[src/rtl/objects_pkg.sv]
// Shared object-layer definitions for the VGA object mux and its priority controller.
package objects_pkg;

    localparam int NUM_LAYERS = 4;

    typedef enum logic [1:0] {
        LAYER_KONG     = 2'd0,
        LAYER_TARGET   = 2'd1,
        LAYER_ROPE     = 2'd2,
        LAYER_PLATFORM = 2'd3
    } layer_idx_t;

    // Slot 0 (bits [1:0]) holds the highest-priority layer index.
    typedef logic [NUM_LAYERS-1:0][1:0] layer_order_t;

    localparam layer_order_t DEFAULT_ORDER = 8'b11_10_01_00;

    typedef enum logic {
        IDLE    = 1'b0,
        PENDING = 1'b1
    } ctrl_state_t;

endpackage

[src/rtl/order_perm_check.sv]
// Combinational check that a priority order names every layer exactly once.
module order_perm_check
    import objects_pkg::*;
(
    input  layer_order_t order,
    output logic         isValid
);

    logic [NUM_LAYERS-1:0] seen;

    // With as many slots as layers, covering every index implies no duplicates.
    always_comb begin
        seen = '0;
        for (int s = 0; s < NUM_LAYERS; s++)
            seen[order[s]] = 1'b1;
        isValid = &seen;
    end

endmodule

[src/rtl/layer_priority_ctrl.sv]
// Frame-aligned layer priority / visibility controller for the VGA object mux.
// Optional LAYER_SOLO_EN adds an immediate single-layer solo override.
module layer_priority_ctrl
    import objects_pkg::*;
#(
    parameter int BLINK_PERIOD = 16
) (
    input  logic                            clk,
    input  logic                            reset,
    input  logic                            startOfFrame,
    input  logic                            cfgValid,
    output logic                            cfgReady,
    input  logic [7:0]                      cfgOrder,
    input  logic [NUM_LAYERS-1:0]           cfgEnableMask,
    input  logic [NUM_LAYERS-1:0]           cfgBlinkMask,
    output logic                            cfgError,
    output logic                            cfgPending,
`ifdef LAYER_SOLO_EN
    input  logic                            soloValid,
    input  logic [1:0]                      soloLayer,
`endif
    output logic [7:0]                      layerOrder,
    output logic [NUM_LAYERS-1:0]           layerEnable,
    output logic [$clog2(BLINK_PERIOD)-1:0] frameCount
);

    localparam int FCW = $clog2(BLINK_PERIOD);

    ctrl_state_t           state, stateNext;
    layer_order_t          shadowOrder, activeOrder, orderNext;
    logic [NUM_LAYERS-1:0] shadowEn, shadowBlink, activeEn, activeBlink;
    logic [NUM_LAYERS-1:0] enNext, blinkNext, visNext;
    logic [FCW-1:0]        fcNext;
    logic                  isValid, accept, apply, errNext, blinkOffNext;

    order_perm_check u_perm (
        .order   (cfgOrder),
        .isValid (isValid)
    );

    always_comb begin
        stateNext  = state;
        cfgReady   = 1'b0;
        cfgPending = 1'b0;
        accept     = 1'b0;
        apply      = 1'b0;
        errNext    = 1'b0;
        case (state)
            IDLE: begin
                cfgReady = 1'b1;
                if (cfgValid) begin
                    if (isValid) begin
                        accept    = 1'b1;
                        stateNext = PENDING;
                    end else begin
                        errNext = 1'b1;
                    end
                end
            end
            PENDING: begin
                cfgPending = 1'b1;
                if (startOfFrame) begin
                    apply     = 1'b1;
                    stateNext = IDLE;
                end
            end
            default: stateNext = IDLE;
        endcase
    end

    // Enable is built from next-state values so every output moves on the same edge.
    always_comb begin
        orderNext = apply ? shadowOrder : activeOrder;
        enNext    = apply ? shadowEn    : activeEn;
        blinkNext = apply ? shadowBlink : activeBlink;
        fcNext    = frameCount;
        if (startOfFrame)
            fcNext = (frameCount == FCW'(BLINK_PERIOD - 1)) ? '0 : frameCount + 1'b1;
        blinkOffNext = (fcNext >= FCW'(BLINK_PERIOD / 2));
        visNext      = enNext & ~(blinkNext & {NUM_LAYERS{blinkOffNext}});
`ifdef LAYER_SOLO_EN
        if (soloValid)
            visNext = NUM_LAYERS'(1) << soloLayer;
`endif
    end

    always_ff @(posedge clk) begin
        if (reset) begin
            state       <= IDLE;
            shadowOrder <= DEFAULT_ORDER;
            shadowEn    <= '1;
            shadowBlink <= '0;
            activeOrder <= DEFAULT_ORDER;
            activeEn    <= '1;
            activeBlink <= '0;
            frameCount  <= '0;
            cfgError    <= 1'b0;
            layerEnable <= '1;
        end else begin
            state       <= stateNext;
            cfgError    <= errNext;
            if (accept) begin
                shadowOrder <= cfgOrder;
                shadowEn    <= cfgEnableMask;
                shadowBlink <= cfgBlinkMask;
            end
            activeOrder <= orderNext;
            activeEn    <= enNext;
            activeBlink <= blinkNext;
            frameCount  <= fcNext;
            layerEnable <= visNext;
        end
    end

    assign layerOrder = activeOrder;

endmodule

[config.mk]
export PLATFORM = sky130hd
export DESIGN_NAME = layer_priority_ctrl
export DESIGN_NICKNAME = d
export VERILOG_FILES = /design/src/rtl/objects_pkg.sv /design/src/rtl/order_perm_check.sv /design/src/rtl/layer_priority_ctrl.sv
export SDC_FILE = /design/constraint.sdc
export NUM_CORES = 1
export LEC_CHECK = 0
export CAP_MARGIN = 30
export CORE_ASPECT_RATIO = 1.5
export CORE_MARGIN = 2
export CORE_UTILIZATION = 49
export DETAILED_ROUTE_END_ITERATION = 8
export PLACE_DENSITY = 0.78
export SETUP_SLACK_MARGIN = 0.4
export SLEW_MARGIN = 5
export SYNTH_ARGS = -nofsm -noshare
export SYNTH_HDL_FRONTEND = slang
export SYNTH_SLANG_ARGS = --single-unit
[constraint.sdc]
create_clock -name clk -period 1.8 [get_ports clk]
set_clock_uncertainty 0.15 [all_clocks]
set_input_delay 0.18 -clock clk [delete_from_list [all_inputs] [get_ports clk]]
set_output_delay 0.18 -clock clk [all_outputs]
set_load 0.02 [all_outputs]
==> results by group <==
Route
  – Starting DRT DRC Count: 30
  – Post-DRT Antenna Nets: 0
  – Vias per cell: 5.07
  – Drt pass-1 iters: 4
  – Number of remaining DRC errors: 0
  – Vias: 1492
  – DRT Wirelength: 3.88 mm
  – WL per Instance: 13.2 um

Synth
  – Yosys cell types: 31
  – Cell Area, Synth: 1770 sq um
  – FF+latch count, synth: 42
  – Area share of the largest cell type after synthesis: 0.475
  – Post-Synthesis Cells: 198
  – Top post-synthesis cells by area: dfxtp_1, mux2i_1, nand2_1
  – Synth warn: 0
  – Register area share after synthesis: 0.475
  – Post-synth top area cell: dfxtp_1
  – Mean post-synth cell area: 8.95 sq um
  – Synth Net Count: 219

CTS
  – Hold-fix buffers, CTS: 0
  – Max Root-Sink Buffers: 2
  – Clock Tree Root: clkbuf_8
  – CTS tree: yes
  – Clk slew on worst S/H paths: 70 ps
  – Clock sink count: 42
  – Total number of H-tree levels: 2
  – Worst skew pair latency: 290 ps
  – Cts bufs inserted: 5

Flow run
  – Max-Cap Viols: 0

Min path
  – Hold/Removal Path Class: input port to register
  – Hold Path Depth: 3
  – WHS Endpoint: shadowOrder[4]
  – Beginning of the worst hold path: cfgOrder[4]

Floorplanning
  – Site row count: 26
  – Die X: 53.1 um
  – Die height: 77.6 um
  – Initial Utilization: 0.514
  – Area of the die: 4120 sq um
  – I/O Pins: 39
  – Core area: 3450 sq um

Layout
  – Antenna diode count: 0
  – Commonest non-fill, non-tap cell in the layout: dfxtp_1
  – Filler cells: 250
  – Core Util, Final: 0.756
  – Commonest non-fill, non-tap cells in the layout: dfxtp_1, nand2_1, nor2_1
  – Non-filler instance count after layout: 294
  – Layout cells sized above 1: 0.246
  – Final cell area excluding filler cells: 2610 sq um
  – Nets@finish: 272
  – Layout area overhead: 47.1%

Outcome
  – Outcome: finished clean

Worst setup path
  – Critical Path AT: 1560 ps
  – Crit path required time: 1860 ps
  – R2R depth: 6
  – Max FO, Critical Path: 5
  – R2R Setup Slk: 300 ps
  – CP cell instances: inv_4 > nand2_4 > a311oi_4 > buf_6 > buf_12 > mux2i_1
  – Startpoint types: register
  – Kind of critical path: register to register
  – Slowest stage delay, CP: 370 ps
  – RR Endpoint: shadowOrder[7]
  – Crit end category: register
  – Crit Reg-Reg Startpoint: state
  – Crit path max-delay cell type: dfxtp_4

GRT
  – Largest net degree at the start of global routing: 55
  – Initial antenna violation count: 0
  – Total track usage: 0.209
  – First-pass GRT wire length: 6.44 mm
  – Vias in the first global route: 1462
  – Gr ovfl total: 0

Placed design
  – Routability cong.: 0.718
  – DP Wirelength: 2.37 mm
  – IO buf count: 38
  – Placed cell count: 279
  – Placed inst area: 2280 sq um

Timing
  – Final period util: 0.835
  – Setup Viol. Count Final: 0
  – Worst-Margin Slew: 302 ps
  – Time the worst path needs with I/O delays and setup: 1500 ps
  – Rel. slew slack: 0.798
  – Slew Limit Fails: 0
  – WHS: 24.7 ps
  – Final Hold Violating Endpoints: 0
  – RSZ-0062 raised after global routing: yes
  – Fmax: 666 MHz

Power
  – Pwr Total: 2.06 mW
  – Maximum vdd ir drop: 598 uV
  – LEAKAGE: 1.06 nW
  – Power Density: 792 nW/um^2
-- critical path, delay by kind of cell (launching register included) --
family	cells	cell delay, ps
AO/OA/AOI/OAI	1	300
buffers and inverters	3	350
flip-flops	1	370
multiplexers	1	200
AND/OR/NAND/NOR	1	50
-- state kept, by name, summed over array words and instances, names as in the netlist, named ones only --
register     count
activeEn         4
layerOrder       8
cfgError         1
shadowBlink      4
shadowEn         4
frameCount       2
layerEnable      4
shadowOrder      8
activeBlink      4
state            1
-- power by group --
group	internal, mW	switching, mW	total, mW
combinational	0.195	0.168	0.363
clock	0.415	0.297	0.711
sequential	0.967	0.0224	0.990
total	1.58	0.487	2.06
-- final cells by class --
cell class              count  area (sq um)  area share
multi-input cells         144          1010       0.387
flip-flops and latches     42           852       0.327
repair buffers             57           581       0.223
clock buffers               7          76.3      0.0293
well taps                  42          52.6      0.0202
clock inverters             1          30.0      0.0115
inverters                   1          6.26     0.00240
-- stage by stage --
step | setup slack, ps | TNS, ps
floorplan | 168 | 0
global placement | -324 | -5020
detailed placement | -343 | -5700
CTS | 240 | 0
global route | 227 | 0
finish | 297 | 0
-- Yosys cell counts --
| cell | count |
|---|---|
| a311oi_4 | 1 |
| o22ai_1 | 1 |
| buf_4 | 1 |
| nor3_1 | 1 |
| mux2i_1 | 17 |
| nand4_1 | 1 |
| buf_6 | 1 |
| nor2b_1 | 3 |
| nand2_1 | 41 |
| nand3_1 | 1 |
| o21ba_2 | 1 |
| o32ai_2 | 1 |
| o31ai_2 | 1 |
| buf_2 | 4 |
| dfxtp_1 | 42 |
| a31oi_1 | 1 |
| a21oi_1 | 10 |
| inv_1 | 1 |
| xnor2_1 | 1 |
| nor2_1 | 22 |
| clkbuf_1 | 5 |
| and2_1 | 1 |
| o21ai_0 | 2 |
| a22oi_1 | 1 |
| and2b_1 | 3 |
| nand3b_1 | 8 |
| a21boi_0 | 4 |
| nand2b_1 | 19 |
| ha_1 | 1 |
| xor2_1 | 1 |
| a221oi_2 | 1 |
-- timing repair --
action / 4_1_cts / 5_1_grt
buffers inserted: 2 / 3
resized for setup: 89 / 12
pin swaps: 10 / 4
endpoints found under the setup margin: 39 / 30
cloned: 2 / 0
-- how the worst max path moves through the flow --
stage / start / end / depth (start not counted)
2_1_floorplan: cfgOrder[5] / shadowBlink[3] / 5
3_3_place_gp: cfgOrder[5] / state / 6
3_5_place_dp: cfgOrder[5] / state / 6
4_1_cts: state / shadowOrder[6] / 6
5_1_grt: state / shadowOrder[1] / 6
6_report: state / shadowOrder[7] / 6
-- cells by family after synthesis --
kind of cell | Yosys count | share of synthesized area
flip-flops | 42 | 0.475
adder cells (fa/ha/maj) | 1 | 0.00706
XOR/XNOR | 2 | 0.00989
AND/OR/NAND/NOR | 100 | 0.270
AO/OA/AOI/OAI | 24 | 0.107
buffers and inverters | 12 | 0.0346
multiplexers | 17 | 0.0960
-- metal layers --
layer	share of wire	wire (um)	GRT usage	vias to the layer above
li1	-	-	-	766
met1	0.42	1640	0.241	684
met2	0.52	2040	0.364	35
met3	0.035	137	0.0404	7
met4	0.018	71	0.0846	0
met5	0	0	0	-
Note: power is estimated with default switching activity, not from simulation.
